File: config.mk
export PLATFORM = sky130hd
export DESIGN_NAME = memory_operand_fetch_flat
export DESIGN_NICKNAME = d
export VERILOG_FILES = /design/src/rtl/memory_operand_fetch_if.sv /design/src/rtl/memory_operand_fetch.sv /design/src/flat_wrapper.sv
export SDC_FILE = /design/constraint.sdc
export NUM_CORES = 1
export LEC_CHECK = 0
export CORE_AREA = 2 2 262 264
export CTS_BUF_LIST = sky130_fd_sc_hd__clkbuf_4 sky130_fd_sc_hd__clkbuf_8 sky130_fd_sc_hd__clkbuf_16
export DETAILED_ROUTE_END_ITERATION = 12
export DIE_AREA = 0 0 264 266
export GPL_TIMING_DRIVEN = 0
export SYNTH_ARGS = -nofsm -noshare
export SYNTH_HDL_FRONTEND = slang
export SYNTH_SLANG_ARGS = --single-unit
File: constraint.sdc
create_clock -name clk -period 1.95 [get_ports clk]
set_input_delay 0.195 -clock clk [delete_from_list [all_inputs] [get_ports clk]]
set_output_delay 0.195 -clock clk [all_outputs]
set_load 0.01 [all_outputs]
File: src/rtl/memory_operand_fetch_if.sv
// memory_operand_fetch_if: bundle, execute-side and load-port signals of the operand fetch stage
// slave: view used by memory_operand_fetch; master: view used by the surrounding pipeline / memory.
// Vectors are declared [0:N-1], so bit 0 is the MSB.
interface memory_operand_fetch_if;
  logic        validIn, stallOut, stallIn, validOut;
  logic [0:7]  opcodeIn, opcodeOut;
  logic [0:3]  destRegIn, destRegOut;
  logic [0:63] operand1ValIn, operand2ValIn, operand1ValOut, operand2ValOut;
  logic        isMemoryAccessSrc1In, isMemoryAccessSrc2In, isMemoryAccessDestIn, isMemoryAccessDestOut;
  logic [0:63] memoryAddressSrc1In, memoryAddressSrc2In, memoryAddressDestIn, memoryAddressDestOut;
  logic        memReqValidOut, memReqReadyIn, memRespValidIn, memFaultOut;
  logic [0:63] memReqAddrOut, memRespDataIn;
  modport slave (
    input  validIn, opcodeIn, destRegIn, operand1ValIn, operand2ValIn,
           isMemoryAccessSrc1In, isMemoryAccessSrc2In, isMemoryAccessDestIn,
           memoryAddressSrc1In, memoryAddressSrc2In, memoryAddressDestIn,
           stallIn, memReqReadyIn, memRespValidIn, memRespDataIn,
    output stallOut, validOut, opcodeOut, destRegOut, operand1ValOut, operand2ValOut,
           isMemoryAccessDestOut, memoryAddressDestOut, memReqValidOut, memReqAddrOut, memFaultOut
  );
  modport master (
    output validIn, opcodeIn, destRegIn, operand1ValIn, operand2ValIn,
           isMemoryAccessSrc1In, isMemoryAccessSrc2In, isMemoryAccessDestIn,
           memoryAddressSrc1In, memoryAddressSrc2In, memoryAddressDestIn,
           stallIn, memReqReadyIn, memRespValidIn, memRespDataIn,
    input  stallOut, validOut, opcodeOut, destRegOut, operand1ValOut, operand2ValOut,
           isMemoryAccessDestOut, memoryAddressDestOut, memReqValidOut, memReqAddrOut, memFaultOut
  );
endinterface

File: src/rtl/memory_operand_fetch.sv
// memory_operand_fetch: latches a bundle, loads memory source operands over a single-outstanding port, hands it to execute
// Ports: clk, resetN (sync, active-low), bus (memory_operand_fetch_if.slave: upstream bundle, execute handshake, load port, fault).
module memory_operand_fetch #(
  parameter int MAX_WAIT = 255,
  parameter int CNT_W = 8
) (
  input logic clk,
  input logic resetN,
  memory_operand_fetch_if.slave bus
);
  typedef enum logic [2:0] {IDLE, REQ1, WAIT1, REQ2, WAIT2, HOLD} state_t;
  state_t state, state_nx, first;
  logic [0:CNT_W-1] cnt;
  logic [0:63] addr1, addr2;
  logic src1, src2, accept, wait_st, timeout, done;
  always_comb begin
    accept = bus.validIn && (state == IDLE || (state == HOLD && !bus.stallIn));
    wait_st = state == WAIT1 || state == WAIT2;
    // the last permitted wait cycle: the counter would reach MAX_WAIT at its end
    timeout = cnt == CNT_W'(MAX_WAIT - 1);
    done = bus.memRespValidIn || timeout;
    first = bus.isMemoryAccessSrc1In ? REQ1 : bus.isMemoryAccessSrc2In ? REQ2 : HOLD;
    state_nx = state;
    case (state)
      IDLE:    state_nx = accept ? first : IDLE;
      REQ1:    state_nx = bus.memReqReadyIn ? WAIT1 : REQ1;
      WAIT1:   state_nx = done ? (src2 ? REQ2 : HOLD) : WAIT1;
      REQ2:    state_nx = bus.memReqReadyIn ? WAIT2 : REQ2;
      WAIT2:   state_nx = done ? HOLD : WAIT2;
      HOLD:    state_nx = bus.stallIn ? HOLD : accept ? first : IDLE;
      default: state_nx = IDLE;
    endcase
  end
  assign bus.validOut = state == HOLD;
  assign bus.stallOut = state == REQ1 || wait_st || state == REQ2 || (state == HOLD && bus.stallIn);
  assign bus.memReqValidOut = state == REQ1 || state == REQ2;
  assign bus.memReqAddrOut = (state == REQ2 || state == WAIT2) ? addr2 : addr1;
  always_ff @(posedge clk) begin
    if (!resetN) begin
      state <= IDLE;
      cnt <= '0;
      src1 <= 1'b0;
      src2 <= 1'b0;
      addr1 <= '0;
      addr2 <= '0;
      bus.opcodeOut <= '0;
      bus.destRegOut <= '0;
      bus.operand1ValOut <= '0;
      bus.operand2ValOut <= '0;
      bus.isMemoryAccessDestOut <= 1'b0;
      bus.memoryAddressDestOut <= '0;
      bus.memFaultOut <= 1'b0;
    end else begin
      state <= state_nx;
      cnt <= wait_st ? cnt + 1'b1 : '0;
      if (accept) begin
        src1 <= bus.isMemoryAccessSrc1In;
        src2 <= bus.isMemoryAccessSrc2In;
        addr1 <= bus.memoryAddressSrc1In;
        addr2 <= bus.memoryAddressSrc2In;
        bus.opcodeOut <= bus.opcodeIn;
        bus.destRegOut <= bus.destRegIn;
        bus.operand1ValOut <= bus.operand1ValIn;
        bus.operand2ValOut <= bus.operand2ValIn;
        bus.isMemoryAccessDestOut <= bus.isMemoryAccessDestIn;
        bus.memoryAddressDestOut <= bus.memoryAddressDestIn;
      end
      if (state == WAIT1 && bus.memRespValidIn) bus.operand1ValOut <= bus.memRespDataIn;
      if (state == WAIT2 && bus.memRespValidIn) bus.operand2ValOut <= bus.memRespDataIn;
      // a timed-out load keeps the register operand and only raises the sticky fault
      if (wait_st && timeout && !bus.memRespValidIn) bus.memFaultOut <= 1'b1;
    end
  end
endmodule

File: src/flat_wrapper.sv
// flat-port wrapper written by rule: the top's interface ports become plain ports
module memory_operand_fetch_flat 
#(
  parameter int MAX_WAIT = 255,
  parameter int CNT_W = 8
)
  (clk, resetN, bus_validIn, bus_opcodeIn, bus_destRegIn, bus_operand1ValIn, bus_operand2ValIn, bus_isMemoryAccessSrc1In, bus_isMemoryAccessSrc2In, bus_isMemoryAccessDestIn, bus_memoryAddressSrc1In, bus_memoryAddressSrc2In, bus_memoryAddressDestIn, bus_stallIn, bus_memReqReadyIn, bus_memRespValidIn, bus_memRespDataIn, bus_stallOut, bus_validOut, bus_opcodeOut, bus_destRegOut, bus_operand1ValOut, bus_operand2ValOut, bus_isMemoryAccessDestOut, bus_memoryAddressDestOut, bus_memReqValidOut, bus_memReqAddrOut, bus_memFaultOut);
  memory_operand_fetch_if bus_i ();
  input logic clk;
  input logic resetN;
  input wire logic [$bits(bus_i.validIn)-1:0] bus_validIn;
  input wire logic [$bits(bus_i.opcodeIn)-1:0] bus_opcodeIn;
  input wire logic [$bits(bus_i.destRegIn)-1:0] bus_destRegIn;
  input wire logic [$bits(bus_i.operand1ValIn)-1:0] bus_operand1ValIn;
  input wire logic [$bits(bus_i.operand2ValIn)-1:0] bus_operand2ValIn;
  input wire logic [$bits(bus_i.isMemoryAccessSrc1In)-1:0] bus_isMemoryAccessSrc1In;
  input wire logic [$bits(bus_i.isMemoryAccessSrc2In)-1:0] bus_isMemoryAccessSrc2In;
  input wire logic [$bits(bus_i.isMemoryAccessDestIn)-1:0] bus_isMemoryAccessDestIn;
  input wire logic [$bits(bus_i.memoryAddressSrc1In)-1:0] bus_memoryAddressSrc1In;
  input wire logic [$bits(bus_i.memoryAddressSrc2In)-1:0] bus_memoryAddressSrc2In;
  input wire logic [$bits(bus_i.memoryAddressDestIn)-1:0] bus_memoryAddressDestIn;
  input wire logic [$bits(bus_i.stallIn)-1:0] bus_stallIn;
  input wire logic [$bits(bus_i.memReqReadyIn)-1:0] bus_memReqReadyIn;
  input wire logic [$bits(bus_i.memRespValidIn)-1:0] bus_memRespValidIn;
  input wire logic [$bits(bus_i.memRespDataIn)-1:0] bus_memRespDataIn;
  output wire logic [$bits(bus_i.stallOut)-1:0] bus_stallOut;
  output wire logic [$bits(bus_i.validOut)-1:0] bus_validOut;
  output wire logic [$bits(bus_i.opcodeOut)-1:0] bus_opcodeOut;
  output wire logic [$bits(bus_i.destRegOut)-1:0] bus_destRegOut;
  output wire logic [$bits(bus_i.operand1ValOut)-1:0] bus_operand1ValOut;
  output wire logic [$bits(bus_i.operand2ValOut)-1:0] bus_operand2ValOut;
  output wire logic [$bits(bus_i.isMemoryAccessDestOut)-1:0] bus_isMemoryAccessDestOut;
  output wire logic [$bits(bus_i.memoryAddressDestOut)-1:0] bus_memoryAddressDestOut;
  output wire logic [$bits(bus_i.memReqValidOut)-1:0] bus_memReqValidOut;
  output wire logic [$bits(bus_i.memReqAddrOut)-1:0] bus_memReqAddrOut;
  output wire logic [$bits(bus_i.memFaultOut)-1:0] bus_memFaultOut;
  assign bus_i.validIn = bus_validIn;
  assign bus_i.opcodeIn = bus_opcodeIn;
  assign bus_i.destRegIn = bus_destRegIn;
  assign bus_i.operand1ValIn = bus_operand1ValIn;
  assign bus_i.operand2ValIn = bus_operand2ValIn;
  assign bus_i.isMemoryAccessSrc1In = bus_isMemoryAccessSrc1In;
  assign bus_i.isMemoryAccessSrc2In = bus_isMemoryAccessSrc2In;
  assign bus_i.isMemoryAccessDestIn = bus_isMemoryAccessDestIn;
  assign bus_i.memoryAddressSrc1In = bus_memoryAddressSrc1In;
  assign bus_i.memoryAddressSrc2In = bus_memoryAddressSrc2In;
  assign bus_i.memoryAddressDestIn = bus_memoryAddressDestIn;
  assign bus_i.stallIn = bus_stallIn;
  assign bus_i.memReqReadyIn = bus_memReqReadyIn;
  assign bus_i.memRespValidIn = bus_memRespValidIn;
  assign bus_i.memRespDataIn = bus_memRespDataIn;
  assign bus_stallOut = bus_i.stallOut;
  assign bus_validOut = bus_i.validOut;
  assign bus_opcodeOut = bus_i.opcodeOut;
  assign bus_destRegOut = bus_i.destRegOut;
  assign bus_operand1ValOut = bus_i.operand1ValOut;
  assign bus_operand2ValOut = bus_i.operand2ValOut;
  assign bus_isMemoryAccessDestOut = bus_i.isMemoryAccessDestOut;
  assign bus_memoryAddressDestOut = bus_i.memoryAddressDestOut;
  assign bus_memReqValidOut = bus_i.memReqValidOut;
  assign bus_memReqAddrOut = bus_i.memReqAddrOut;
  assign bus_memFaultOut = bus_i.memFaultOut;
  memory_operand_fetch #(.MAX_WAIT(MAX_WAIT), .CNT_W(CNT_W)) u_core (.clk(clk), .resetN(resetN), .bus(bus_i));
endmodule
==> results.toml <==
[route]
wl_um = 74200
routed_via_density = 4.57
drc_errors = 0
antenna_left = 0
drt_iter0_drc = 1202
routedWlPerCell_um = 21.3
num_vias = 15919
first_pass_iters = 5

[place]
gp_congestion = 0.883
portBuffers = 676
hpwl_um = 53800

[critical_path]
path_max_fanout = 5
crit_start = "u_core.state[0]$_SDFF_PN0_"
cp-start-kind = "flip-flop"
end_kind = "output port"
cp_slowest_cell = "dfxtp_4"
slowest_delay_ns = 0.37
r2r_end = "u_core.bus.operand1ValOut[39]$_SDFFE_PN0P_"
crit_chain = "buf_6, nor3b_4, a21oi_4, buf_12, buf_8, buf_12, mux2_4, buf_6"
path_class = "reg2out"
cp-endpoint = "bus_memReqAddrOut[46]"
r2r-start = "u_core.state[0]$_SDFF_PN0_"
r2r_slack_ns = 0.03
worst-r2r-cell-count = 8
crit_arrival_ns = 2.21
cp.required_ns = 1.75

[logic_synthesis]
synthDominantCellAreaShare_pct = 47.4
synth_enable_flop_cells = 0
synth-seq-cells = 346
synth.avg_cell_area_um2 = 8.21
syn_inst = 1778
syn_area_um2 = 14600
syn_nets = 2185
synth-seq-area-share_pct = 47.4
synth_area_leaders = "dfxtp_1, nand2_1, o21ai_0"
synth.distinct_cells = 40
yosysWarnings = 0
async_reset_ff_share_pct = 0
yosysTopAreaCell = "dfxtp_1"
synth_ff_type = "dfxtp_1"

[finish]
multiInputGateArea_um2 = 7250
regArea_um2 = 6930
drive_above_1_share_pct = 17.9
layout_common_cells = "clkdlybuf4s50_1, nand2_1, dfxtp_1, o21ai_0, a31oi_1"
nFillCells = 6818
syn_to_final_growth_pct = 78.4
final_common_cell = "clkdlybuf4s50_1"
num-nets-final = 2967

[grt]
grt_pass1_vias = 15397
gr-total-overflow = 0
antenna_found_initial = 6
track_usage_pct = 19.8
grt_pass1_wl_um = 104000
grt_start_max_net_pins = 15

[sta]
drv_slew = 0
min_period_ns = 2.41
finalCritPeriodShare_pct = 123
finalHoldViolations = 0
maxSlewHeadroom_pct = 39.3
skew_ns = 0.0192
finalSetupTns_ns = -24.44
setup_viol = 65
fmax_ghz = 0.416
setup_ws_ns = -0.456
tightest_slew_ns = 0.911
rsz0062_at_grt = "true"

[floorplanning]
die_area_um2 = 70200
dieHeight_um = 266
initial_core_util_pct = 21.6
dieWidth_um = 264
ios = 678
core_um2 = 67700
core.rowCount = 96

[cts]
clk_latency_ns = 0.58
cts_buffers = 42
ctsHoldBuffers = 0
clock_tree.root_cell = "clkbuf_16"
path_clk_slew_ns = 0.06
cts_tree = "built"
clock-sinks = 346
clockBufferDepth = 3
h-tree-depth = 2

[flow_run]
drv_cap = 0

[power]
p_total_uw = 26200
powerDensity_nw_per_um2 = 1000
irDropWorstVdd_v = 0.000560
power.leakage_uw = 0.00983

[status]
violations = "setup timing"
status = "finished, violations left"

[min_path]
min_path_type = "in2reg"
-- per-layer routing --
layer / part of all wire, % / wire length [um] / global-route usage, %
met3: 7.0 / 5160 / 4.54
met1: 45 / 33400 / 26.9
met4: 2.5 / 1840 / 5.10
met2: 45 / 33700 / 31.6
met5: 0.018 / 13 / 0
-- sequential cells by signal (all words and copies together), names as in the netlist --
| name | cells |
|---|---|
| u_core.cnt | 8 |
| u_core.bus.isMemoryAccessDestOut | 1 |
| u_core.bus.memFaultOut | 1 |
| u_core.bus.opcodeOut | 8 |
| u_core.addr2 | 64 |
| u_core.addr1 | 64 |
| u_core.bus.destRegOut | 4 |
| u_core.bus.memoryAddressDestOut | 64 |
| u_core.src2 | 1 |
| u_core.bus.operand2ValOut | 64 |
| u_core.bus.operand1ValOut | 64 |
| u_core.state | 3 |
-- power by group --
group	switching [uW]	leakage (uW)	total (uW)	internal [uW]
Sequential	561	0.00284	8610	8050
Combinational	4520	0.00627	9430	4920
Clock	3340	0.000721	8120	4780
Total	8410	0.00983	26200	17700
-- final cells by class --
class                           count  share of cell area, %
Timing Repair Buffer              746                   31.0
Clock buffer                       61                   4.85
Tap cell                          882                   4.24
Sequential cell                   346                   26.6
Multi-Input combinational cell   1268                   27.8
Clock inverter                     17                  0.615
Buffer                            154                   4.74
Inverter                            2                 0.0384
Antenna cell                        4                 0.0384
-- kinds of logic (layout without fill, tap and decap cells) --
logic type      after synthesis  after routing  share of synthesized area [%]
xor+xnor                      7              7                          0.420
mux                          64             64                           4.94
flops                       346            346                           47.4
fa+ha+maj                     2              2                          0.171
other cells                   0              4                              0
simple gates                587            587                           15.6
buf+inv                     164            980                           5.72
compound gates              608            608                           25.7
-- what timing repair did --
action	in CTS	in global routing
setup buffers	37	8
endpoints found under the setup margin	332	357
gates cloned	13	20
pin swaps	13	68
gates resized for setup	501	247
-- cells in the mapped netlist, types with 2 or more instances --
library cell,count
nor2_1,17
buf_2,35
nor2b_1,3
o21ai_0,260
a31oi_1,129
nand3_1,6
dfxtp_1,346
buf_4,28
a21oi_2,3
buf_6,8
nand2_1,547
mux2_2,64
ha_1,2
xnor2_1,4
clkbuf_1,90
xor2_1,3
nand4b_1,2
a21oi_1,3
a21boi_0,86
a21boi_1,120
nand4_1,2
inv_1,2
-- worst min-delay path by stage --
stage	slack (ns)	depth (start not counted)	endpoint	from
after floorplan	0.33	2	u_core.addr1[10]$_SDFFE_PN0P_	bus_memoryAddressSrc1In[53]
after global placement	0.44	2	u_core.addr1[57]$_SDFFE_PN0P_	u_core.addr1[57]$_SDFFE_PN0P_
after detailed placement	0.44	2	u_core.addr1[23]$_SDFFE_PN0P_	u_core.addr1[23]$_SDFFE_PN0P_
after CTS	0.13	3	u_core.addr1[62]$_SDFFE_PN0P_	bus_memoryAddressSrc1In[1]
after global routing	0.16	3	u_core.bus.memoryAddressDestOut[1]$_SDFFE_PN0P_	bus_memoryAddressDestIn[62]
final	0.16	3	u_core.bus.memoryAddressDestOut[15]$_SDFFE_PN0P_	bus_memoryAddressDestIn[48]
-- worst max-delay path: cells and delay by family (launching register included) --
kind	cells	cell delay [ns]
compound gates	1	0.06
buf+inv	5	0.67
flops	1	0.37
mux	1	0.33
simple gates	1	0.20
-- metrics by stage --
step                      area [um2]  setup slack [ns]  util (%)  instances  hold WS, ns
final                          26000            -0.456      38.4       3480        0.164
after global routing           26000            -0.522      38.4       3476        0.160
after CTS                      25100            -0.481      37.1       3461        0.128
after detailed placement       22500             -1.07      33.2       3336        0.444
after global placement         22500             -1.06      33.2       3336        0.437
after floorplan                14600             0.268         -       1778        0.330
(Power assumes the default switching activity.)
